**config.mk**
```make
export PLATFORM = sky130hd
export DESIGN_NAME = pong_match_controller
export DESIGN_NICKNAME = d
export VERILOG_FILES = /design/src/rtl/pong_pkg.sv /design/src/rtl/pong_edge_detect.sv /design/src/rtl/pong_match_controller.sv
export SDC_FILE = /design/constraint.sdc
export NUM_CORES = 1
export LEC_CHECK = 0
export ABC_CLOCK_PERIOD_IN_PS = 2000
export CAP_MARGIN = 20
export CORE_MARGIN = 8
export CORE_UTILIZATION = 30
export DETAILED_ROUTE_END_ITERATION = 6
export DONT_BUFFER_PORTS = 1
export PLACE_DENSITY = 0.56
export SYNTH_ARGS = -nofsm -noshare
export SYNTH_HDL_FRONTEND = slang
export SYNTH_HIERARCHICAL = 1
export SYNTH_SLANG_ARGS = --single-unit
```
**constraint.sdc**
```tcl
create_clock -name game_clk -period 2 [get_ports game_clk]
set_input_delay 0.5 -clock game_clk [delete_from_list [all_inputs] [get_ports game_clk]]
set_output_delay 0.5 -clock game_clk [all_outputs]
set_load 0.02 [all_outputs]
```
**src/rtl/pong_pkg.sv**
```systemverilog
// Shared encodings and defaults for the pong match-level sequencer.
package pong_pkg;

    typedef enum logic [2:0] {
        ST_IDLE  = 3'd0,
        ST_SERVE = 3'd1,
        ST_PLAY  = 3'd2,
        ST_POINT = 3'd3,
        ST_OVER  = 3'd4
    } pong_state_e;

    localparam logic DIR_TO_A = 1'b0;
    localparam logic DIR_TO_B = 1'b1;

    localparam int PONG_WIN_SCORE   = 5;
    localparam int PONG_SCORE_W     = 3;
    localparam int PONG_SERVE_TICKS = 60;
    localparam int PONG_TIMER_W     = 8;

endpackage

```
**src/rtl/pong_edge_detect.sv**
```systemverilog
// One-cycle rising-edge detector; the previous-level register clears on async reset.
module pong_edge_detect (
    input  logic i_clk,
    input  logic i_rst_n,
    input  logic i_level,
    output logic o_rise
);

    logic r_prev;

    // Remember last cycle's level so a rise is seen exactly once.
    always_ff @(posedge i_clk or negedge i_rst_n) begin
        if (!i_rst_n) begin
            r_prev <= 1'b0;
        end else begin
            r_prev <= i_level;
        end
    end

    assign o_rise = i_level & ~r_prev;

endmodule

```
**src/rtl/pong_match_controller.sv**
```systemverilog
// Match sequencer: scores, serve delay, serve direction, match end.
// Optional build macro PONG_PAUSE_EN adds a pause input and paused output.
module pong_match_controller
    import pong_pkg::*;
#(
    parameter int WIN_SCORE   = PONG_WIN_SCORE,
    parameter int SERVE_TICKS = PONG_SERVE_TICKS,
    parameter int SCORE_W     = PONG_SCORE_W
) (
    input  logic               game_clk,
    input  logic               reset,
    input  logic               start,
    input  logic               lossA,
    input  logic               lossB,
`ifdef PONG_PAUSE_EN
    input  logic               pause,
    output logic               paused,
`endif
    output logic [SCORE_W-1:0] scoreA,
    output logic [SCORE_W-1:0] scoreB,
    output logic               ball_hold,
    output logic               serve_dir,
    output logic               winnerA,
    output logic               winnerB,
    output logic [2:0]         state
);

    localparam int                    TIMER_W    = PONG_TIMER_W;
    localparam logic [TIMER_W-1:0]    SERVE_LOAD = TIMER_W'(SERVE_TICKS - 1);
    localparam logic [TIMER_W-1:0]    TIMER_ZERO = TIMER_W'(0);
    localparam logic [SCORE_W-1:0]    WIN_S      = SCORE_W'(WIN_SCORE);
    localparam logic [SCORE_W-1:0]    SCORE_ONE  = SCORE_W'(1);
    localparam logic [SCORE_W-1:0]    SCORE_ZERO = SCORE_W'(0);

    pong_state_e          r_state;
    logic [SCORE_W-1:0]   r_score_a;
    logic [SCORE_W-1:0]   r_score_b;
    logic [TIMER_W-1:0]   r_timer;
    logic                 r_ball_hold;
    logic                 r_serve_dir;
    logic                 r_winner_a;
    logic                 r_winner_b;
    logic                 r_paused;

    pong_state_e          w_state_nxt;
    logic [SCORE_W-1:0]   w_score_a_nxt;
    logic [SCORE_W-1:0]   w_score_b_nxt;
    logic [TIMER_W-1:0]   w_timer_nxt;
    logic                 w_ball_hold_nxt;
    logic                 w_serve_dir_nxt;
    logic                 w_winner_a_nxt;
    logic                 w_winner_b_nxt;
    logic                 w_start_rise;
    logic                 w_loss_a_rise;
    logic                 w_loss_b_rise;
    logic                 w_freeze;
    logic                 w_match_won;

    pong_edge_detect u_start_edge (
        .i_clk   (game_clk),
        .i_rst_n (reset),
        .i_level (start),
        .o_rise  (w_start_rise)
    );

    pong_edge_detect u_loss_a_edge (
        .i_clk   (game_clk),
        .i_rst_n (reset),
        .i_level (lossA),
        .o_rise  (w_loss_a_rise)
    );

    pong_edge_detect u_loss_b_edge (
        .i_clk   (game_clk),
        .i_rst_n (reset),
        .i_level (lossB),
        .o_rise  (w_loss_b_rise)
    );

`ifdef PONG_PAUSE_EN
    assign w_freeze = pause & ((r_state == ST_SERVE) | (r_state == ST_PLAY));
    assign paused   = r_paused;
`else
    assign w_freeze = 1'b0;
`endif

    assign w_match_won = (r_score_a == WIN_S) | (r_score_b == WIN_S);

    // Next-state and next-output decode; illegal codes behave as IDLE.
    always_comb begin
        w_state_nxt     = r_state;
        w_score_a_nxt   = r_score_a;
        w_score_b_nxt   = r_score_b;
        w_timer_nxt     = r_timer;
        w_serve_dir_nxt = r_serve_dir;
        w_winner_a_nxt  = r_winner_a;
        w_winner_b_nxt  = r_winner_b;

        case (r_state)
            ST_SERVE: begin
                if (w_freeze) begin
                    w_timer_nxt = r_timer;
                end else if (r_timer == TIMER_ZERO) begin
                    w_state_nxt = ST_PLAY;
                end else begin
                    w_timer_nxt = r_timer - TIMER_W'(1);
                end
            end
            ST_PLAY: begin
                if (w_freeze) begin
                    w_state_nxt = ST_PLAY;
                end else if (w_loss_a_rise && w_loss_b_rise) begin
                    w_state_nxt = ST_POINT;
                end else if (w_loss_a_rise) begin
                    w_score_b_nxt   = (r_score_b >= WIN_S) ? WIN_S : r_score_b + SCORE_ONE;
                    w_serve_dir_nxt = DIR_TO_A;
                    w_state_nxt     = ST_POINT;
                end else if (w_loss_b_rise) begin
                    w_score_a_nxt   = (r_score_a >= WIN_S) ? WIN_S : r_score_a + SCORE_ONE;
                    w_serve_dir_nxt = DIR_TO_B;
                    w_state_nxt     = ST_POINT;
                end else begin
                    w_state_nxt = ST_PLAY;
                end
            end
            ST_POINT: begin
                if (w_match_won) begin
                    w_state_nxt    = ST_OVER;
                    w_winner_a_nxt = (r_score_a == WIN_S);
                    w_winner_b_nxt = (r_score_b == WIN_S);
                end else begin
                    w_state_nxt = ST_SERVE;
                    w_timer_nxt = SERVE_LOAD;
                end
            end
            ST_OVER: begin
                if (w_start_rise) begin
                    w_state_nxt    = ST_IDLE;
                    w_winner_a_nxt = 1'b0;
                    w_winner_b_nxt = 1'b0;
                end else begin
                    w_state_nxt = ST_OVER;
                end
            end
            default: begin
                if (w_start_rise) begin
                    w_state_nxt   = ST_SERVE;
                    w_score_a_nxt = SCORE_ZERO;
                    w_score_b_nxt = SCORE_ZERO;
                    w_timer_nxt   = SERVE_LOAD;
                end else begin
                    w_state_nxt = ST_IDLE;
                end
            end
        endcase

        // Hold is registered together with the state it belongs to.
        w_ball_hold_nxt = (w_state_nxt != ST_PLAY) | w_freeze;
    end

    // Match state register bank.
    always_ff @(posedge game_clk or negedge reset) begin
        if (!reset) begin
            r_state     <= ST_IDLE;
            r_score_a   <= SCORE_ZERO;
            r_score_b   <= SCORE_ZERO;
            r_timer     <= TIMER_ZERO;
            r_ball_hold <= 1'b1;
            r_serve_dir <= DIR_TO_B;
            r_winner_a  <= 1'b0;
            r_winner_b  <= 1'b0;
            r_paused    <= 1'b0;
        end else begin
            r_state     <= w_state_nxt;
            r_score_a   <= w_score_a_nxt;
            r_score_b   <= w_score_b_nxt;
            r_timer     <= w_timer_nxt;
            r_ball_hold <= w_ball_hold_nxt;
            r_serve_dir <= w_serve_dir_nxt;
            r_winner_a  <= w_winner_a_nxt;
            r_winner_b  <= w_winner_b_nxt;
            r_paused    <= w_freeze;
        end
    end

    assign scoreA    = r_score_a;
    assign scoreB    = r_score_b;
    assign ball_hold = r_ball_hold;
    assign serve_dir = r_serve_dir;
    assign winnerA   = r_winner_a;
    assign winnerB   = r_winner_b;
    assign state     = r_state;

endmodule

```
## After elaboration in Yosys (flattened, before gate mapping)

Index checks and enable logic that the tools add are counted.
Widths: inputs -> output; s select.

- Memories: 0
- Logic and storage cells: 83
- Input port bits: 5
- Bits in latches: 0
- Register bits after elaboration: 24
- ROM bits: 0
- Output and inout port bits: 13
- Bits in writable memories: 0

- Equality and inequality tests: 15
- Mux-type cells: 29
- Shifts and indexed selects: 0
- Reduce and logical (&&, ||, !) cells: 13
- Divide/modulo/power cells: 0
- Multipliers: 0
- Bitwise gates (word level): 10
- $lt $le $gt $ge: 2
- Add/subtract/negate cells: 3

Operators with widths:

| kind | number |
|---|---|
| $mux 3 | 11 |
| $mux 8 | 3 |
| $pmux 8 s3 | 1 |
| $ne 2x2->1 const B | 7 |
| $pmux 3 s2 | 2 |
| $pmux 3 s4 | 1 |
| $eq 3x3->1 const B | 3 |
| $mux 1 | 9 |
| $logic_not 8->1 | 1 |
| $reduce_and 4->1 | 2 |
| $sub 8x1->8 const B | 1 |
| $add 3x1->3 const B | 2 |
| $eq 3x2->1 const B | 2 |
| $ge 3x3->1 const B | 2 |
| $not 1->1 | 6 |
| $reduce_and 3->1 | 2 |
| $reduce_bool 2->1 | 3 |
| $reduce_and 5->1 | 1 |
| $pmux 1 s2 | 2 |
| $and 1x1->1 | 3 |
| $eq 3x1->1 const B | 1 |
| $ne 3x2->1 const B | 1 |
| $reduce_bool 3->1 | 1 |
| $reduce_or 3->1 | 1 |
| other kinds (4) | 4 |

## Longest topological paths before layout

Gate-level depths: netlist of run 1.

- Depth after elaboration: 7
- Gate-level depth with buffers: 7
- Mapped depth without buffers: 7

## Hierarchy

Netlist of run 1, hierarchy kept.

Modules (own cells, without submodules):

| module | times used | area an instance (um^2) | cells each |
|---|---|---|---|
| pong_match_controller | 1 | 1287.5 | 133 |
| pong_edge_detect | 3 | 38.8 | 2 |

## Worst setup path after synthesis of run 1

No wires, ideal clock.

- Kind: reg2reg
- Start: register r_score_a[1] (netlist: scoreA[1])
- End: register r_timer[7]
- Buffers on the path: 0
- Clock period less this slack: 1849 ps
- Arrival time: 1771 ps
- Library setup time: 77 ps
- Setup slack: 151 ps
- Cell stages (with the launch flop): 8
- Cells stage by stage: dfrtp_1 > inv_1 > ha_1 > a22o_1 > a2bb2oi_2 > o211ai_2 > or3_1 > a21oi_1

- Longest elaborated chain between the ends: 4

Ends and longest elaborated chain:

| what | RTL line | RTL |
|---|---|---|
| from (decl) | pong_match_controller.sv:36 | `logic [SCORE_W-1:0] r_score_a;` |
| from (signal assigned) | pong_match_controller.sv:175 | `r_score_a <= w_score_a_nxt;` |
| $eq 3x3->1 | pong_match_controller.sv:87 | `assign w_match_won = (r_score_a == WIN_S) \| (r_score_b == WIN_S);` |
| $or 1x1->1 | pong_match_controller.sv:87 |  |
| $ne 2x2->1 (no source line) | -- |  |
| $reduce_and 4->1 (no source line) | -- |  |
| to (signal assigned) | pong_match_controller.sv:177 | `r_timer <= w_timer_nxt;` |
| to (decl) | pong_match_controller.sv:38 | `logic [TIMER_W-1:0] r_timer;` |

Every way passes these cells.
A chain may end at the register's enable or synchronous reset.

## Worst setup path in the final report of run 1

- Start: register r_timer[1]
- End: register r_timer[2]

- Longest elaborated chain between the ends: 3
- Elaborated cells between the ends (all ways): 6
- Those cells by class: 1 x add/sub; 1 x eq/ne; 2 x mux; 2 x reduce/logical

Ends and longest elaborated chain:

| what | RTL line |
|---|---|
| $sub 8x1->8 / $logic_not 8->1 (equally long branches) | pong_match_controller.sv:106, pong_match_controller.sv:103 |
| $mux 8 / $ne 2x2->1 (equally long branches) | -- |
| $pmux 8 s3 / $reduce_and 4->1 (equally long branches) | -- |

Parallel ways exist; a longest one is shown, timed or not. The select of a mux whose other input is x is not followed.

==> run summary, run 1 <==
outcome = finished clean
Psw = 463 uW
most frequent cells in the layout = dfrtp_1 (22), nand2_1 (11), buf_4 (11)
Leak Pwr = 0.721 nW
remaining antenna violation count = 0
CP Capture Type = register
Area Growth Syn to Fin = 15.9%
CTS tree = built
Synth area leader = dfrtp_1
Worst Hold Class = input port to asynchronous set/reset pin
Yosys top cell area share = 39.2%
drt total wl = 3090 um
vias in the first global route = 1080
CP Max Fanout = 6
# clock sinks = 24
Tightest Pin Transition = 0.468 ns
sequential share of power = 47.3%
GRT overflow = 0
DR iter-0 viols = 57
die width = 84.4 um
Post-Syn Nets = 152
final RePlAce weighted congestion = 0.741
wire length on met1 = 1330 um
achievable clock frequency = 0.525 GHz
Ports = 18
routed len/inst = 15.1 um
part of the cycle the worst path needs = 95.3%
Core Util, Final = 35.1%
die area = 7120 um2
Skew-Pair Late Insertion Delay = 0.27 ns
Pins Over Slew Limit = 0
Cell Area, Synth = 1400 um2
Synth area leaders = dfrtp_1 (39%), ha_1 (7.1%), mux2_2 (4.0%), dfstp_2 (3.7%), nand2_1 (2.9%)
CP startpoint kind = register
critical path arrival = 2.06 ns
Root Driver = clkbuf_8
H-Tree Depth = 1
Post-DP HPWL = 2300 um
Synth cell types = 43
Inserted Clock Buffers = 3
met2 wire len = 1490 um
reg2reg start = r_timer[1]
Ys Warns = 6
RSZ-0062 raised after global routing = no
Max VDD drop = 0.340 mV
Max clock buf depth = 2
DRT Pass-1 Iters = 6
Crit Path Category = register to register
chip height = 84.4 um
Max Cap Violations = 0
Synth async-reset ratio = 100%
core area = 4630 um2
Sw Ratio = 32.8%
NumNets Final = 165
global-route wire length before repair = 5180 um
layout cell share with drive strength beyond 1 = 21.9%
Seq/Total Area, Yosys = 43.0%
via count = 1075
Post-route DRC = 0
Comb power frac = 28.8%
setup tns final = 0 ns
largest net degree at the start of global routing = 23
Seq cells post-synth = 24
GR Util All Layers = 9.02%
Req. time, crit path = 2.16 ns
vias per cell = 5.24
Avg Inst Size Synth = 10.1 um2
DR top layer = met4
antenna cells = 0
post-route minimum period = 1.91 ns
hold violation count in the final report = 0
Worst Setup SP = r_timer[1]
gate count of the mapped netlist = 139
skew final = 0.00362 ns
DR WL met3 = 223 um
PD cells = 868 nW/um2
relative slew slack = 68.8%
EDFF count, synth = 0
Initial Util = 30.3%
commonest non-fill, non-tap cell in the layout = dfrtp_1
Reg clk slew, reported paths = 0.09 ns
Top FF cell, synth = dfrtp_1
Rows = 25
clock share of power = 23.8%
count of input and output buffers = 0
internal power = 948 uW
# setup viols final = 0
initial antenna violation count = 0
routing by layer:
layer | up-vias | GRT usage (%)
met3 | 6 | 3.61
li1 | 524 | -
met4 | 0 | 2.43
met1 | 511 | 10.2
met5 | - | 0
met2 | 34 | 15.3
path summary, 6_finish.rpt:
| kind | endpoint | depth (start not counted) | slack [ns] |
|---|---|---|---|
| setup / recovery | r_timer[2] | 7 | 0.09 |
| hold / removal | ball_hold | 0 | 0.06 |
| setup reg to reg | r_timer[2] | 7 | 0.09 |
| hold reg to reg | r_timer[4] | 2 | 0.56 |
| max in group asynchronous | scoreB[2] | 2 | 1.06 |
| min in group game_clk | u_loss_a_edge/r_prev | 0 | 0.25 |
power groups by stage:
| stage | registers, mW | clock network [mW] | logic [mW] |
|---|---|---|---|
| 6_report | 0.668 | 0.336 | 0.407 |
| 5_1_grt | 0.676 | 0.371 | 0.458 |
| 4_1_cts | 0.671 | 0.351 | 0.364 |
| 3_5_place_dp | 0.680 | 0 | 0.350 |
| 3_3_place_gp | 0.674 | 0 | 0.332 |
| 2_1_floorplan | 0.650 | 0 | 0.296 |
metrics by stage:
stage,cell area (um2),hold slack (ns),instances,setup slack [ns],power [mW]
after floorplan,1400,0.204,139,0.151,0.945
after global routing,1630,0.0400,205,0.00421,1.50
after global placement,1520,0.205,198,0.145,1.01
final,1630,0.0610,205,0.0946,1.41
after CTS,1580,0.0497,203,0.0585,1.39
after detailed placement,1520,0.205,198,0.0766,1.03
cell families (layout without fill, tap and decap cells):
| family | count (synthesis) | after routing | share of synthesized area [%] |
|---|---|---|---|
| AND/OR/NAND/NOR | 49 | 49 | 21.1 |
| AO/OA/AOI/OAI | 33 | 33 | 16.6 |
| flip-flops | 24 | 24 | 43.0 |
| buffers and inverters | 14 | 26 | 4.37 |
| adder cells (fa/ha/maj) | 8 | 8 | 7.13 |
| multiplexers | 6 | 6 | 4.72 |
| XOR/XNOR | 5 | 5 | 3.12 |
synthesized netlist by cell type, types with 2 or more instances:
library cell  count
a21oi_1           8
a22o_1            2
a31o_2            2
clkbuf_1          3
dfrtp_1          22
dfstp_2           2
ha_1              8
inv_1             9
mux2_2            5
nand2_1          11
nand2b_1          4
nand3_1           3
nor2_1            8
nor2b_1           2
nor2b_4           3
nor3_1            6
nor4b_1           2
o211ai_1          3
o21a_1            2
o21ai_0           5
o22ai_1           2
or3_1             3
xor2_1            4
critical path, stage by stage (launching register included):
cell and delay, ns:
dfrtp_1 0.39, inv_1 0.09, ha_1 0.17, or4b_4 0.50
a2bb2oi_4 0.19, o211ai_1 0.22, xor2_1 0.17, nor2_1 0.06
area by class of cell:
class	instances	area [um2]
clock buffer	4	55.1
tap	54	67.6
sequential	24	603
inverter	9	33.8
fill	455	3000
multi-input combinational	101	759
timing repair buffer	13	108
repair_timing:
item,in CTS,in global routing
resized for setup,0,2
hold endpoints to repair,22,0
setup endpoints to repair,0,4
setup buffers,0,1
hold buffers,1,0
registers in the layout, summed over array words and instances (netlist names):
name / flops
state: 3
u_loss_b_edge/r_prev: 1
r_timer: 8
scoreB: 3
scoreA: 3
winnerA: 1
ball_hold: 1
u_loss_a_edge/r_prev: 1
winnerB: 1
serve_dir: 1
u_start_edge/r_prev: 1
Note: power is estimated with default switching activity, not from simulation.
==> run 2: changes to the inputs <==
Settings changed: CELL_PAD_IN_SITES_DETAIL_PLACEMENT set to 1, CELL_PAD_IN_SITES_GLOBAL_PLACEMENT set to 1, PLACE_DENSITY 0.56 to not set, PLACE_DENSITY_LB_ADDON set to 0.1, SLEW_MARGIN set to 5.
==> run 2 against run 1 <==
  * Global-route usage grew 0.72 points
  * Setup slack lost 0.017 ns
  * Routed wire length grew 9.6%
  * Count of clock-buffer cells in the layout is the same
  * Critical path depth is the same
  * Utilization grew 0.054 points
  * Critical endpoint is now r_timer[3]
  * Largest cell class unchanged
==> run summary, run 2 (same netlist as run 1, synthesis figures left out) <==
PD cells = 867 nW/um2 (about the same)
Inst Count DP = 200 (+1.0%)
via count = 1073 (-0.19%)
part of the cycle the worst path needs = 96.1% (+0.87 points)
skew final = 0.00216 ns (-0.00146 ns)
slowest stage delay, CP = 0.48 ns (-0.02 ns)
Non-Filler Instances = 206 (+0.49%)
routed len/inst = 16.4 um (+9.1%)
final RePlAce weighted congestion = 0.722 (-2.5%)
slowest CP cell = or4b_4
remaining antenna violation count = 0 (unchanged)
chip height = 84.4 um (unchanged)
global-route wire length before repair = 5590 um (+8.0%)
core area = 4630 um2 (unchanged)
NumNets Final = 166 (+0.61%)
Reg clk slew, reported paths = 0.09 ns (about the same)
DRT Pass-1 Iters = 4 (-2)
Pins Over Slew Limit = 0 (unchanged)
outcome = finished clean
crit path buf inv count = 1 (unchanged)
number of flip-flops in the largest register = 8 (unchanged)
Max Cap Violations = 0 (unchanged)
Fin Hold WS = 0.0370 ns (-0.0240 ns)
Root Driver = clkbuf_8
Inserted Clock Buffers = 3 (unchanged)
# clock sinks = 24 (unchanged)
Max clock buf depth = 2 (unchanged)
largest net degree at the start of global routing = 23 (unchanged)
Largest Register = r_timer
GRT overflow = 0 (unchanged)
die area = 7120 um2 (unchanged)
fillers = 532 (+17%)
achievable clock frequency = 0.520 GHz (-0.91%)
Post-route DRC = 0 (unchanged)
Worst Hold Class = input port to asynchronous set/reset pin
antenna cells = 0 (unchanged)
drt total wl = 3390 um (+9.6%)
commonest non-fill, non-tap cell in the layout = dfrtp_1
Power, Total = 1.41 mW (about the same)
vias per cell = 5.21 (-0.67%)
CTS tree = built
layout cell share with drive strength beyond 1 = 24.3% (+2.5 points)
Crit Path Category = register to register
Skew-Pair Late Insertion Delay = 0.26 ns (about the same)
CP startpoint kind = register
H-Tree Depth = 1 (unchanged)
Max VDD drop = 0.224 mV (-34%)
Rows = 25 (unchanged)
CP Max Fanout = 6 (unchanged)
post-route minimum period = 1.92 ns (+0.0174 ns)
Tightest Pin Transition = 0.440 ns (-0.0273 ns)
family with the most delay on the worst path = simple AND/OR/NAND/NOR gates
vias in the first global route = 1134 (+5.0%)
count of input and output buffers = 0 (unchanged)
CP Capture Type = register
Leak Pwr = 0.717 nW (-0.51%)
# setup viols final = 0 (unchanged)
DR iter-0 viols = 12 (-79%)
critical path arrival = 2.08 ns (+0.02 ns)
hold violation count in the final report = 0 (unchanged)
GR Util All Layers = 9.74% (+0.72 points)
Ports = 18 (unchanged)
Area Growth Syn to Fin = 16.0%
initial antenna violation count = 0 (unchanged)
relative slew slack = 70.6% (+1.8 points)
worst path cell trace = inv_2 -> ha_2 -> or4b_4 -> a2bb2oi_4 -> o211ai_4 -> xor2_1 -> nand2_1
Initial Util = 30.3% (unchanged)
most frequent cells in the layout = dfrtp_1 (22), buf_4 (13), nand2_1 (11)
Req. time, crit path = 2.16 ns (about the same)
die width = 84.4 um (unchanged)
Post-DP HPWL = 2510 um (+8.9%)
==> run 2: cell count changes in the layout (fill, tap and decap cells not counted) <==
cell	change
inv_1	-2
ha_2	+1
ha_1	-1
buf_12	+1
buf_8	-1
clkbuf_8	-1
clkbuf_1	+1
inv_2	+2
buf_4	+2
dlygate4sd3_1	-1
==> run 2: final cells by class <==
class                      count  area, um2  area share [%]
clock buffer                   4       45.0            2.76
inverter                       9       33.8            2.07
sequential                    24        603            37.0
multi-input combinational    101        762            46.8
timing repair buffer          14        118            7.22
tap                           54       67.6            4.15
==> run 2: through the flow <==
stage | TNS (ns) | worst slack, ns | area, um2 | util (%)
final | 0 | 0.0772 | 1630 | 35.2
after global routing | -0.00807 | -0.00807 | 1630 | 35.2
after CTS | 0 | 0.0290 | 1600 | 34.5
after detailed placement | 0 | 0.0523 | 1530 | 33.1
after global placement | 0 | 0.126 | 1530 | 33.1
after floorplan | 0 | 0.151 | 1400 | -
==> run 2: worst register-to-register path, cell delays in order (launching register included) <==
cell	delay (ns)
dfrtp_1	0.41
inv_2	0.08
ha_2	0.17
or4b_4	0.48
a2bb2oi_4	0.19
o211ai_4	0.23
xor2_1	0.17
nand2_1	0.08
==> run 2: timing repair <==
action	CTS	global route
setup endpoints to repair	0	6
resized for setup	0	5
hold buffers	1	0
hold endpoints to repair	22	0
setup buffers	0	1
==> run 2: report_power, final <==
group	switching, mW	leakage [nW]	internal [mW]
Clock	0.160	0.0228	0.142
Sequential	0.0755	0.289	0.573
Combinational	0.240	0.405	0.222
Total	0.475	0.717	0.937
==> run 2: per-layer routing <==
metal  wire length, um  GRT usage (%)
met4                21           2.91
met5                 0              0
met1              1530           11.2
met3               117           2.44
met2              1710           17.2
==> run 2: final timing paths <==
kind / start / endpoint / slack [ns] / cells past startpoint
setup / recovery: r_timer[0] / r_timer[3] / 0.08 / 7
hold / removal: reset / r_timer[6] / 0.04 / 1
setup reg to reg: r_timer[0] / r_timer[3] / 0.08 / 7
hold reg to reg: r_timer[6] / r_timer[6] / 0.55 / 2
max in group asynchronous: reset / scoreB[0] / 1.82 / 1
min in group game_clk: lossB / u_loss_b_edge/r_prev / 0.25 / 0
